==> src/rtl/pipe_stage_reg_if.sv <==
// Handshake bundle for the pipeline stage register: upstream in_* side and downstream out_* side.
// master is the side that drives the stage's inputs; slave is the stage itself.
interface pipe_stage_reg_if #(
  parameter int AW = 16,
  parameter int DW = 16
);
  logic          in_valid;
  logic          in_ready;
  logic [AW-1:0] in_pc;
  logic [AW-1:0] in_pcp2;
  logic [DW-1:0] in_ir;
  logic          out_valid;
  logic          out_ready;
  logic [AW-1:0] out_pc;
  logic [AW-1:0] out_pcp2;
  logic [DW-1:0] out_ir;

  modport master (
    output in_valid, in_pc, in_pcp2, in_ir, out_ready,
    input  in_ready, out_valid, out_pc, out_pcp2, out_ir
  );

  modport slave (
    input  in_valid, in_pc, in_pcp2, in_ir, out_ready,
    output in_ready, out_valid, out_pc, out_pcp2, out_ir
  );
endinterface

==> src/rtl/pipe_stage_reg.sv <==
// Two-entry skid-buffered pipeline register carrying {pc, pcp2, ir}, with flush and a
// saturating backpressure counter. in_ready depends only on registered state.
module pipe_stage_reg #(
  parameter int            AW  = 16,
  parameter int            DW  = 16,
  parameter logic [DW-1:0] NOP = '0
) (
  input  logic                CLK,
  input  logic                Reset,
  input  logic                flush,
  pipe_stage_reg_if.slave     bus,
  output logic [15:0]         stall_cnt
);

  typedef enum logic [1:0] {
    EMPTY = 2'd0,
    ONE   = 2'd1,
    FULL  = 2'd2
  } state_t;

  state_t        state_q, state_d;
  logic [AW-1:0] mPc_q, mPc_d, mPcp2_q, mPcp2_d;
  logic [DW-1:0] mIr_q, mIr_d;
  logic [AW-1:0] sPc_q, sPc_d, sPcp2_q, sPcp2_d;
  logic [DW-1:0] sIr_q, sIr_d;
  logic [15:0]   stallCnt_q, stallCnt_d;

  logic mValid, sValid, accept, drain;

  assign mValid = (state_q != EMPTY);
  assign sValid = (state_q == FULL);
  assign accept = bus.in_valid & ~sValid;
  assign drain  = mValid & bus.out_ready;

  assign bus.in_ready  = ~sValid;
  assign bus.out_valid = mValid;
  assign bus.out_pc    = mValid ? mPc_q   : '0;
  assign bus.out_pcp2  = mValid ? mPcp2_q : '0;
  assign bus.out_ir    = mValid ? mIr_q   : NOP;
  assign stall_cnt     = stallCnt_q;

  always_comb begin
    state_d    = state_q;
    mPc_d      = mPc_q;
    mPcp2_d    = mPcp2_q;
    mIr_d      = mIr_q;
    sPc_d      = sPc_q;
    sPcp2_d    = sPcp2_q;
    sIr_d      = sIr_q;
    stallCnt_d = stallCnt_q;

    case (state_q)
      EMPTY: begin
        if (accept) begin
          mPc_d   = bus.in_pc;
          mPcp2_d = bus.in_pcp2;
          mIr_d   = bus.in_ir;
          state_d = ONE;
        end
      end
      ONE: begin
        if (accept && drain) begin
          mPc_d   = bus.in_pc;
          mPcp2_d = bus.in_pcp2;
          mIr_d   = bus.in_ir;
        end else if (accept) begin
          sPc_d   = bus.in_pc;
          sPcp2_d = bus.in_pcp2;
          sIr_d   = bus.in_ir;
          state_d = FULL;
        end else if (drain) begin
          state_d = EMPTY;
        end
      end
      FULL: begin
        if (drain) begin
          mPc_d   = sPc_q;
          mPcp2_d = sPcp2_q;
          mIr_d   = sIr_q;
          state_d = ONE;
        end
      end
      default: state_d = EMPTY;
    endcase

    // Flush only drops the valid bits; stale fields are masked at the outputs.
    if (flush) begin
      state_d = EMPTY;
    end

    if (mValid && !bus.out_ready && (stallCnt_q != 16'hFFFF)) begin
      stallCnt_d = stallCnt_q + 16'd1;
    end
  end

  always_ff @(posedge CLK) begin
    if (Reset) begin
      state_q    <= EMPTY;
      mPc_q      <= '0;
      mPcp2_q    <= '0;
      mIr_q      <= '0;
      sPc_q      <= '0;
      sPcp2_q    <= '0;
      sIr_q      <= '0;
      stallCnt_q <= '0;
    end else begin
      state_q    <= state_d;
      mPc_q      <= mPc_d;
      mPcp2_q    <= mPcp2_d;
      mIr_q      <= mIr_d;
      sPc_q      <= sPc_d;
      sPcp2_q    <= sPcp2_d;
      sIr_q      <= sIr_d;
      stallCnt_q <= stallCnt_d;
    end
  end

endmodule

==> src/flat_wrapper.sv <==
// flat-port wrapper written by rule: the top's interface ports become plain ports
module pipe_stage_reg_flat 
#(
  parameter int            AW  = 16,
  parameter int            DW  = 16,
  parameter logic [DW-1:0] NOP = '0
)
  (CLK, Reset, flush, stall_cnt, bus_in_valid, bus_in_pc, bus_in_pcp2, bus_in_ir, bus_out_ready, bus_in_ready, bus_out_valid, bus_out_pc, bus_out_pcp2, bus_out_ir);
  pipe_stage_reg_if #(.AW(AW), .DW(DW)) bus_i ();
  input  logic CLK;
  input  logic Reset;
  input  logic flush;
  output logic [15:0] stall_cnt;
  input wire logic [$bits(bus_i.in_valid)-1:0] bus_in_valid;
  input wire logic [$bits(bus_i.in_pc)-1:0] bus_in_pc;
  input wire logic [$bits(bus_i.in_pcp2)-1:0] bus_in_pcp2;
  input wire logic [$bits(bus_i.in_ir)-1:0] bus_in_ir;
  input wire logic [$bits(bus_i.out_ready)-1:0] bus_out_ready;
  output wire logic [$bits(bus_i.in_ready)-1:0] bus_in_ready;
  output wire logic [$bits(bus_i.out_valid)-1:0] bus_out_valid;
  output wire logic [$bits(bus_i.out_pc)-1:0] bus_out_pc;
  output wire logic [$bits(bus_i.out_pcp2)-1:0] bus_out_pcp2;
  output wire logic [$bits(bus_i.out_ir)-1:0] bus_out_ir;
  assign bus_i.in_valid = bus_in_valid;
  assign bus_i.in_pc = bus_in_pc;
  assign bus_i.in_pcp2 = bus_in_pcp2;
  assign bus_i.in_ir = bus_in_ir;
  assign bus_i.out_ready = bus_out_ready;
  assign bus_in_ready = bus_i.in_ready;
  assign bus_out_valid = bus_i.out_valid;
  assign bus_out_pc = bus_i.out_pc;
  assign bus_out_pcp2 = bus_i.out_pcp2;
  assign bus_out_ir = bus_i.out_ir;
  pipe_stage_reg #(.AW(AW), .DW(DW), .NOP(NOP)) u_core (.CLK(CLK), .Reset(Reset), .flush(flush), .bus(bus_i), .stall_cnt(stall_cnt));
endmodule
==> config.mk <==
export PLATFORM = sky130hd
export DESIGN_NAME = pipe_stage_reg_flat
export DESIGN_NICKNAME = d
export VERILOG_FILES = /design/src/rtl/pipe_stage_reg_if.sv /design/src/rtl/pipe_stage_reg.sv /design/src/flat_wrapper.sv
export SDC_FILE = /design/constraint.sdc
export NUM_CORES = 1
export LEC_CHECK = 0
export BUFFER_PORTS_ARGS = -buffer_cell sky130_fd_sc_hd__buf_2
export CORE_ASPECT_RATIO = 0.6
export CORE_MARGIN = 1
export CORE_UTILIZATION = 50
export CTS_BUF_LIST = sky130_fd_sc_hd__clkbuf_2
export DETAILED_ROUTE_END_ITERATION = 6
export HOLD_SLACK_MARGIN = 0.1
export PLACE_DENSITY = 0.78
export SYNTH_ARGS = -nofsm -noshare
export SYNTH_HDL_FRONTEND = slang
export SYNTH_SLANG_ARGS = --single-unit
==> constraint.sdc <==
create_clock -name CLK -period 2 [get_ports CLK]
set_clock_uncertainty 0.2 [all_clocks]
set_input_delay 0.3 -clock CLK [delete_from_list [all_inputs] [get_ports CLK]]
set_output_delay 0.3 -clock CLK [all_outputs]
set_load 0.005 [all_outputs]
* After elaboration in Yosys (flattened, before gate mapping)
Index checks and enable logic that the tools add are counted.
Word-level totals: word-level logic and storage cells 53, output and inout bits 66, input bits 53, register bits after elaboration 114
Cells by class: bitwise operators 4, multiplexer cells 21, reduce and logical (&&, ||, !) cells 11, add/subtract/negate cells 1, equal/unequal tests 8
Operators by type and width (count):
- 16-bit two-way mux | 12
- 16-bit case mux with 3 select lines | 3
- 16-bit by 1-bit adder with 16-bit output (second input constant) | 1
- 16-bit inequality test (second input constant) | 1
- 2-bit two-way mux | 5
- 4-bit AND reduction | 2
- 2-bit case mux with 3 select lines | 1
- 2-bit by 1-bit inequality test with 1-bit output (second input constant) | 2
- 2-bit inequality test (second input constant) | 2
- 1-bit logical AND | 3
- 3-bit by 1-bit inequality test with 1-bit output (second input constant) | 1
- 3-bit AND reduction | 1
- 3-bit nonzero test | 1
- 1-bit bitwise AND | 2
- 2-bit by 1-bit == test with 1-bit output (second input constant) | 1
- 2-bit == test (second input constant) | 1
- 2-bit logical NOT | 1
- 1-bit NOT | 2
- 2-bit nonzero test | 1
- 2-bit OR reduction | 1
- 1-bit logical NOT | 1

* Longest topological paths before layout
Gate-level depths: netlist (run 1).
depth in word-level cells 6, depth in mapped cells 7, depth with buffers taken out 5

* Least setup slack after synthesis (run 1)
Ideal clock, no wire load.
path kind flip-flop to flip-flop, start register u_core.stallCnt_q[0], in the netlist u_core.stall_cnt[0], end register u_core.stallCnt_q[1], in the netlist u_core.stall_cnt[1], data arrival time 1761 ps, buffers on the path 1, library setup time 128 ps, period minus slack after synthesis 2089 ps, path slack -89 ps, cell stages (with the launch flop) 7, data required time 1672 ps, cells stage by stage dfxtp_1 ha_1 nand4_1 o41ai_1 buf_2 mux2i_1 nor2_1
On the way: word-level cells in the longest chain between the ends 2, elaborated cells on any way between the ends 3, those cells by class 1 x add/sub; 1 x eq/ne; 1 x reduce/logical
RTL lines:
- start, declared | RTL line pipe_stage_reg.sv:26 | logic [15:0] stallCnt_q, stallCnt_d;
- start signal, assigned | RTL line pipe_stage_reg.sv:114 | stallCnt_q <= stallCnt_d;
- branches (longest 2 deep; another with 16-bit by 1-bit adder with 16-bit output)
Several ways; the timed one is not identified. A chain may end at the register's enable or synchronous reset.

* Worst setup path after layout (run 1)
start register u_core.state_q[1], end output bus_out_ir[1]
On the way: word-level cells in the longest chain between the ends 2
RTL lines:
- start, declared | RTL line pipe_stage_reg.sv:21 | state_t state_q, state_d;
- start signal, assigned | RTL line pipe_stage_reg.sv:107 | state_q <= state_d;
- 2-bit nonzero test | RTL line pipe_stage_reg.sv:30 | assign mValid = (state_q != EMPTY);
- 16-bit two-way mux | RTL line pipe_stage_reg.sv:39 | assign bus.out_ir = mValid ? mIr_q : NOP;
- end, declared | RTL line flat_wrapper.sv:23 | output wire logic [$bits(bus_i.out_ir)-1:0] bus_out_ir;
No other way between the ends.

==> results by group, run 1 <==
Global route
  • Vias in the first global route: 4,710
  • Congestion Overflow GR: 0
  • Initial antenna violation count: 0
  • Tot GR Track Use: 27.8%
  • First-pass GRT wire length: 22.5 mm
  • Largest net degree at the start of global routing: 57

Routing
  • Via density: 5.32
  • DR pass1 iterations: 5
  • Drt initial violations: 381
  • Drc violations: 0
  • Final wirelength: 14.1 mm
  • Vias post-DR: 4,893
  • Wirelength per Cell: 15.3 um
  • ANT nets after route: 0

STA
  • Max Freq: 0.450 GHz
  • Tmin final: between 2 and 2.5 ns
  • RSZ-0062 raised after global routing: yes
  • Final Hold Viols: 0
  • Tightest Pin Transition: roughly 0.44 ns
  • Slew margin rel.: 70.8%
  • Final Max Slew Viols: 0
  • Setup TNS: -10.05 ns
  • Final setup vio count: 52
  • Final Worst Setup Slack: -0.223 ns
  • Final worst path period share: 111%

Die
  • Die height: slightly below 80 um
  • Core Region: 9430 sq um
  • Die Span X: 131 um
  • Die ar.: 10,400 sq um
  • Cell row count: 27
  • Io pins: 119
  • Initial core utilization: roughly 53%

Synth
  • Yosys reg bits: 114
  • Post-Syn Area: 4970 sq um
  • Top cells by area, synth: dfxtp_1 46%, mux2i_1 10%, nand2_1 7.8%
  • Post-synth EDFFs: 0
  • Leading area contributor after synthesis: dfxtp_1
  • Sequential element share of the synthesized area: 45.9%
  • Yosys top cell area share: 45.9%
  • Syn Nets: 644
  • Synth cell types: 39
  • Post-synth ARST share: 0%
  • Yosys Warn Count: 0
  • Primary FF master, synth: dfxtp_1
  • Mean post-synth cell area: 8.43 sq um
  • Cell count after synthesis: 590

Placement
  • RD Place Congestion: 0.825
  • DP Cell Count: 819
  • Post-DP Area: 5910 sq um
  • Port bufs: 118
  • Detail Placement HPWL: 8.37 mm

Setup path
  • Reg-to-reg critical path startpoint: u_core.state_q[1]
  • Setup CP Type: register to output port
  • Crit. End Element: output port
  • Critical Path RT: around 1.5 ns
  • CP Launch Type: register
  • Worst path arrival time: 1.72 ns
  • Critical Path Source: u_core.state_q[1]
  • Max FO, Critical Path: 6

Cells and area
  • Layout cells sized above 1: slightly below 30%
  • End-of-flow core utilization: 74.7%
  • ANT cells: 0
  • Design area: 7040 sq um
  • Layout Cells excl Fill: 920
  • Nets@finish: 831
  • Layout area overhead: 41.5%

CTS
  • Clock-pin slew on the worst setup and hold paths: 0.19 ns
  • CTS tree: yes
  • Clock root buffer: clkbuf_2
  • Clk sinks: 114
  • CTS buffer count: 17
  • Worst-Skew Late Latency: 0.62 ns
  • Clock Path Buffers: 2
  • H-tree Lvls: 4

Pwr
  • Max VDD drop: approximately 0.00046 V
  • Leakage: 0.00317 uW
  • Pwr Density: 642 nW/um^2
  • Power Total: 4520 uW

Min path
  • Worst hold start: flush
  • Path category of the worst min-delay check: input port to register

Status
  • Status: finished with violations
  • Failing checks: setup timing

Flow run
  • Max Cap Viol: 0
## layout make-up
cell class / instances / area, sq um
clock buffers: 17 / 85.1
clock inverters: 15 / 143
fillers: 698 / 2380
inverters: 3 / 11.3
multi-input cells: 426 / 2670
flip-flops and latches: 114 / 2290
well taps: 130 / 163
repair buffers: 215 / 1680
## what timing repair did
action / in CTS / in global routing
endpoints found under the hold margin: 114 / 0
pin swaps: 2 / 5
setup endpoints to repair: 54 / 99
hold buffers: 52 / 0
cloned: 3 / 1
resized for setup: 22 / 23
setup buffers: 11 / 2
## flip-flops by register name, indices dropped and copies added (netlist names)
register          count
u_core.stall_cnt     16
u_core.state_q        2
u_core.mPcp2_q       16
u_core.sIr_q         16
u_core.sPcp2_q       16
u_core.sPc_q         16
u_core.mIr_q         16
u_core.mPc_q         16
## cells in the final DEF, fill, tap and decap left out, types with 2 or more instances in the layout
cell           count
nand2_1          102
buf_2            117
dfxtp_2            6
or4_4              3
buf_16             2
dfxtp_1          108
a21oi_1           55
clkinv_1           3
mux2_2             3
mux2i_1           50
o21ai_0            4
nor2b_4            7
clkinv_4           2
clkinv_2           3
a211oi_1          47
dlygate4sd3_1     52
nor2b_1           43
nor3_1             2
buf_12             8
buf_6              5
clkbuf_2          17
nor2_1            56
a21oi_2            2
o31ai_1            3
clkinvlp_4         4
inv_1              3
buf_4             25
nor2b_2            4
buf_8              4
nand4_1            4
and4_1             2
or3_1              5
bufinv_16          2
nand3_1            7
## synthesized netlist by cell type, types with 2 or more instances
cell type / number
and4_1: 2
buf_2: 6
nand2_1: 103
nand2b_1: 2
mux2i_1: 50
nor3_1: 2
or3_1: 5
nor2_1: 57
o21bai_1: 2
dfxtp_1: 114
nand3_1: 8
or4_1: 4
mux2_2: 3
clkbuf_1: 32
a211oi_1: 48
a21oi_1: 57
nand4_1: 4
o31ai_1: 3
buf_1: 8
o21ai_1: 2
nor4_1: 2
nor2b_1: 54
o21ai_0: 4
inv_1: 3
## report_power, final
group	total [uW]	internal, uW	switching [uW]	leakage (uW)
registers	2420	2370	50.3	0.000935
clock network	1490	557	933	0.000129
logic	612	320	292	0.00211
## worst max-delay path, cell delays in order (launching register included)
cell and delay, ns:
dfxtp_2 0.37, buf_6 0.12, nor2_4 0.15, buf_6 0.16, buf_16 0.14, nor2b_2 0.05, buf_2 0.12
## path summary, 6_finish.rpt
path	to	cells after the start	slack [ns]
max	bus_out_ir[1]	6	-0.22
min	u_core.state_q[0]	3	0.18
max reg2reg	u_core.stall_cnt[13]	5	-0.02
min reg2reg	u_core.sPc_q[6]	2	0.27
## through the flow
step	setup WS, ns	hold WS (ns)
final	-0.223	0.176
after detailed placement	-0.124	0.246
after global placement	-0.0762	0.240
after CTS	-0.268	0.105
after floorplan	0.00230	0.177
after global routing	-0.322	0.138
## routing by layer
layer	GRT usage, %	share of wire, %
met5	0	0
met4	7.93	1.2
met3	6.06	5.3
met2	46.4	47
met1	36.1	46
## kinds of logic (layout without fill, tap and decap cells)
| group | count (synthesis) | count (layout) | synth area share, % |
|---|---|---|---|
| DFF | 114 | 114 | 45.9 |
| muxes | 54 | 54 | 11.0 |
| xor gates and xnor gates | 2 | 2 | 0.352 |
| AOI/OAI and AO/OA | 121 | 121 | 15.4 |
| and+or+nand+nor | 248 | 248 | 23.2 |
| buffers and inverters | 50 | 250 | 4.00 |
| adders and majority gates | 1 | 1 | 0.251 |
Note: power is estimated with default switching activity, not from simulation.
==> run 2, diff against run 1 <==
--- a/config.mk
+++ b/config.mk
@@ -13,6 +13,7 @@
 export DETAILED_ROUTE_END_ITERATION = 6
 export HOLD_SLACK_MARGIN = 0.1
 export PLACE_DENSITY = 0.78
+export SETUP_SLACK_MARGIN = 0.5
 export SYNTH_ARGS = -nofsm -noshare
 export SYNTH_HDL_FRONTEND = slang
 export SYNTH_SLANG_ARGS = --single-unit
==> run 2 against run 1 <==
Net effect: the flow now stops in global routing (5_1_grt); area after synthesis stayed put; synthesized cell count stayed put.
==> results by group, run 2 <==
Global route
  • Largest net degree at the start of global routing: 65

Synth
  • Leading area contributor after synthesis: dfxtp_1
  • Syn Nets: around 640
  • Most common cell in the netlist: dfxtp_1
  • Yosys reg bits: 114
  • Synth cell types: 39
  • Yosys Warn Count: 0
  • Cell count after synthesis: 590
  • Primary FF master, synth: dfxtp_1
  • Sequential element share of the synthesized area: 45.9%
  • Mean post-synth cell area: 8.43 sq um
  • Yosys top cell area share: a little under half
  • Post-Syn Area: 4970 sq um
  • Post-synth EDFFs: 0
  • Synth cell count leaders: 114 x dfxtp_1, 103 x nand2_1, 57 x a21oi_1, 57 x nor2_1, 54 x nor2b_1
  • Top cells by area, synth: dfxtp_1 46%, mux2i_1 10%, nand2_1 7.8%
  • Post-synth ARST share: 0%

CTS
  • CTS buffer count: 17
  • Clk sinks: 114
  • Clock root buffer: clkbuf_2
  • H-tree Lvls: 4
  • Clock Path Buffers: 2

Die
  • Die Span X: 131 um
  • Die height: about 79 um
  • Io pins: 119
  • Initial core utilization: between 50% and 60%
  • Cell row count: 27

STA
  • GRT worst endpoint: bus_out_pcp2[13]
  • Worst endpoint type: top-level output

Status
  • Status: did not finish
  • Halt Stage: global routing (5_1_grt)
  • Error: [ERROR DPL-0038] Utilization greater than 100%, impossible to legalize

Placement
  • RD Place Congestion: 0.917
  • Dpl ws: -0.0217 ns
  • Detail Placement HPWL: 8.46 mm
  • Port bufs: 118
==> run 2: logic make-up after synthesis <==
logic type / after synthesis / share of synthesized area [%]
xor gates and xnor gates: 2 / 0.352
DFF: 114 / 45.9
and+or+nand+nor: 248 / 23.2
buffers and inverters: 50 / 4.00
adders and majority gates: 1 / 0.251
AOI/OAI and AO/OA: 121 / 15.4
muxes: 54 / 11.0
==> run 2: timing repair <==
item | in CTS
gates resized for setup | 137
hold buffers | 52
endpoints found under the setup margin | 179
cloned | 24
pin swaps | 40
hold endpoints to repair | 114
setup buffers | 63
==> run 2: per-stage QoR <==
| step | hold WS (ns) | setup TNS, ns | instance area (sq um) | cells | util (%) |
|---|---|---|---|---|---|
| 3_3_place_gp | 0.241 | 0 | 5900 | 810 | 62.6 |
| 4_1_cts | -0.00792 | -10.66 | 8350 | 980 | 88.6 |
| 2_1_floorplan | 0.169 | 0 | 5180 | 590 | - |
| 3_5_place_dp | 0.248 | -0.0391 | 5900 | 810 | 62.6 |
==> run 3, diff against run 2 <==
==> config.mk (replaced) <==
export PLATFORM = sky130hd
export DESIGN_NAME = pipe_stage_reg_flat
export DESIGN_NICKNAME = d
export VERILOG_FILES = /design/src/rtl/pipe_stage_reg_if.sv /design/src/rtl/pipe_stage_reg.sv /design/src/flat_wrapper.sv
export SDC_FILE = /design/constraint.sdc
export NUM_CORES = 1
export LEC_CHECK = 0
export BUFFER_PORTS_ARGS = -buffer_cell sky130_fd_sc_hd__buf_2
export CORE_MARGIN = 1
export CORE_UTILIZATION = 40
export DETAILED_ROUTE_END_ITERATION = 6
export PLACE_DENSITY_LB_ADDON = 0.15
export SYNTH_ARGS = -nofsm -noshare
export SYNTH_HDL_FRONTEND = slang
export SYNTH_SLANG_ARGS = --single-unit
==> constraint.sdc (replaced) <==
create_clock -name CLK -period 2.6 [get_ports CLK]
set_clock_uncertainty 0.2 [all_clocks]
set_input_delay 0.39 -clock CLK [delete_from_list [all_inputs] [get_ports CLK]]
set_output_delay 0.39 -clock CLK [all_outputs]
set_load 0.005 [all_outputs]
==> run 3 against run 2 <==
Net effect: the run now ends clean.
==> results by group, run 3 (same netlist as run 1, synthesis figures left out) <==
STA
  • Max Freq: 0.413 GHz
  • Tmin final: 2.42 ns
  • Final worst path period share: 93.0%
  • Final Hold Viols: 0
  • RSZ-0062 raised after global routing: no
  • Setup TNS: 0 ns
  • Final Max Slew Viols: 0
  • Tightest Pin Transition: 0.539 ns
  • Final setup vio count: 0
  • Slew margin rel.: 64.1%
  • Final Worst Setup Slack: 0.182 ns

Cells and area
  • Fill cells: 1,144
  • Most frequent cells in the layout: 117 x buf_2, 114 x dfxtp_1, 102 x nand2_1
  • Layout area overhead: 27.8%
  • Multi-input gate area: 2520 sq um
  • FF+latch area: 2280 sq um
  • Nets@finish: 747
  • Layout cells sized above 1: between 20% and 30%
  • Most common cell after layout, fill and taps aside: buf_2

Pwr
  • Leakage: 0.00285 uW
  • Max VDD drop: 0.000392 V
  • Pwr Density: 699 nW/um^2

Min path
  • Path category of the worst min-delay check: input port to register

Setup path
  • Worst path max stage delay: ~0.40 ns
  • Cell mode on critical path: buf_4
  • Crit-path slowest cell: nor2_4
  • Crit-path cells: buf_4 > nor2_4 > buf_4 > nor2b_1 > buf_2
  • Worst path arrival time: between 1.5 and 2 ns
  • Critical Path RT: ~2 ns
  • Crit. End Element: output port
  • CP Launch Type: register
  • Max FO, Critical Path: 18
  • Setup CP Type: register to output port

Die
  • Die height: 114 um
  • Core Region: 12,100 sq um
  • Cell row count: 40
  • Initial core utilization: between 40% and 50%
  • Die Span X: 114 um
  • Die ar.: 12,900 sq um
  • Io pins: 119

Routing
  • DR pass1 iterations: 4
  • Drc violations: 0
  • Drt initial violations: 240
  • ANT nets after route: 0
  • Via density: between 4 and 5
  • Wirelength per Cell: between 10 and 15 um
  • Final wirelength: 11.9 mm
  • Vias post-DR: 4,337

CTS
  • Clk sinks: 114
  • Post-CTS Setup Bufs: 0
  • CTS tree: yes
  • Clock root buffer: clkbuf_16
  • Clock Path Buffers: 2
  • CTS buffer count: 17
  • H-tree Lvls: 4
  • Worst-Skew Late Latency: 0.41 ns
  • Clock-pin slew on the worst setup and hold paths: 0.05 ns

Global route
  • Largest net degree at the start of global routing: 65
  • First-pass GRT wire length: approximately 20 mm
  • Vias in the first global route: 4,025
  • Initial antenna violation count: 2
  • Congestion Overflow GR: 0
  • Tot GR Track Use: 19.6%

Placement
  • Port bufs: roughly 120
  • RD Place Congestion: 0.829
  • Detail Placement HPWL: 7.71 mm
  • Dpl ws: 0.260 ns

Flow run
  • Max Cap Viol: 0

Status
  • Status: finished, final reports clean
## run 3: path summary, 6_finish.rpt
check	cells past startpoint	slack, ns	from	end
setup reg to reg	4	0.31	u_core.state_q[0]	u_core.stall_cnt[15]
setup / recovery	5	0.18	u_core.state_q[1]	bus_out_pc[12]
hold reg to reg	2	0.25	u_core.sPc_q[11]	u_core.sPc_q[11]
hold / removal	3	0.03	bus_in_pc[1]	u_core.sPc_q[1]
## run 3: what timing repair did
item                      CTS  global route
hold endpoints to repair    2             0
hold buffers                1             0
gates resized for setup     0             0
## run 3: layout make-up
| class | instances | share of cell area (%) |
|---|---|---|
| Inverter | 3 | 0.177 |
| Clock buffer | 26 | 7.85 |
| Clock inverter | 5 | 1.18 |
| Antenna cell | 1 | 0.0393 |
| Tap cell | 168 | 3.31 |
| Sequential cell | 114 | 35.9 |
| Multi-Input combinational cell | 426 | 39.7 |
| Timing Repair Buffer | 131 | 11.9 |
## run 3: per-layer routing
| metal | global-route usage (%) | wire length [um] |
|---|---|---|
| met5 | 0 | 13 |
| met4 | 9.39 | 217 |
| met2 | 31.0 | 5510 |
| met3 | 6.54 | 647 |
| met1 | 24.1 | 5550 |
## run 3: worst max-delay path, delay by kind of cell (launching register included)
family / cells / cell delay (ns)
and+or+nand+nor: 2 / 0.48
DFF: 1 / 0.31
buffers and inverters: 3 / 0.62
## run 3: stage by stage
stage	hold slack [ns]	std cells	utilization (%)	power [uW]	instance area (sq um)
floorplan	0.236	590	-	2100	4970
global placement	0.240	841	47.9	2220	5770
detailed placement	0.246	841	47.9	2230	5770
CTS	0.00837	873	52.7	4500	6360
global route	0.0213	874	52.7	4630	6360
finish	0.0252	874	52.7	4450	6360
## run 3: where the power goes
| group | total, uW | switching (uW) | internal [uW] |
|---|---|---|---|
| sequential | 1860 | 34.4 | 1830 |
| combinational | 336 | 185 | 150 |
| clock | 2250 | 752 | 1500 |
| total | 4450 | 972 | 3470 |
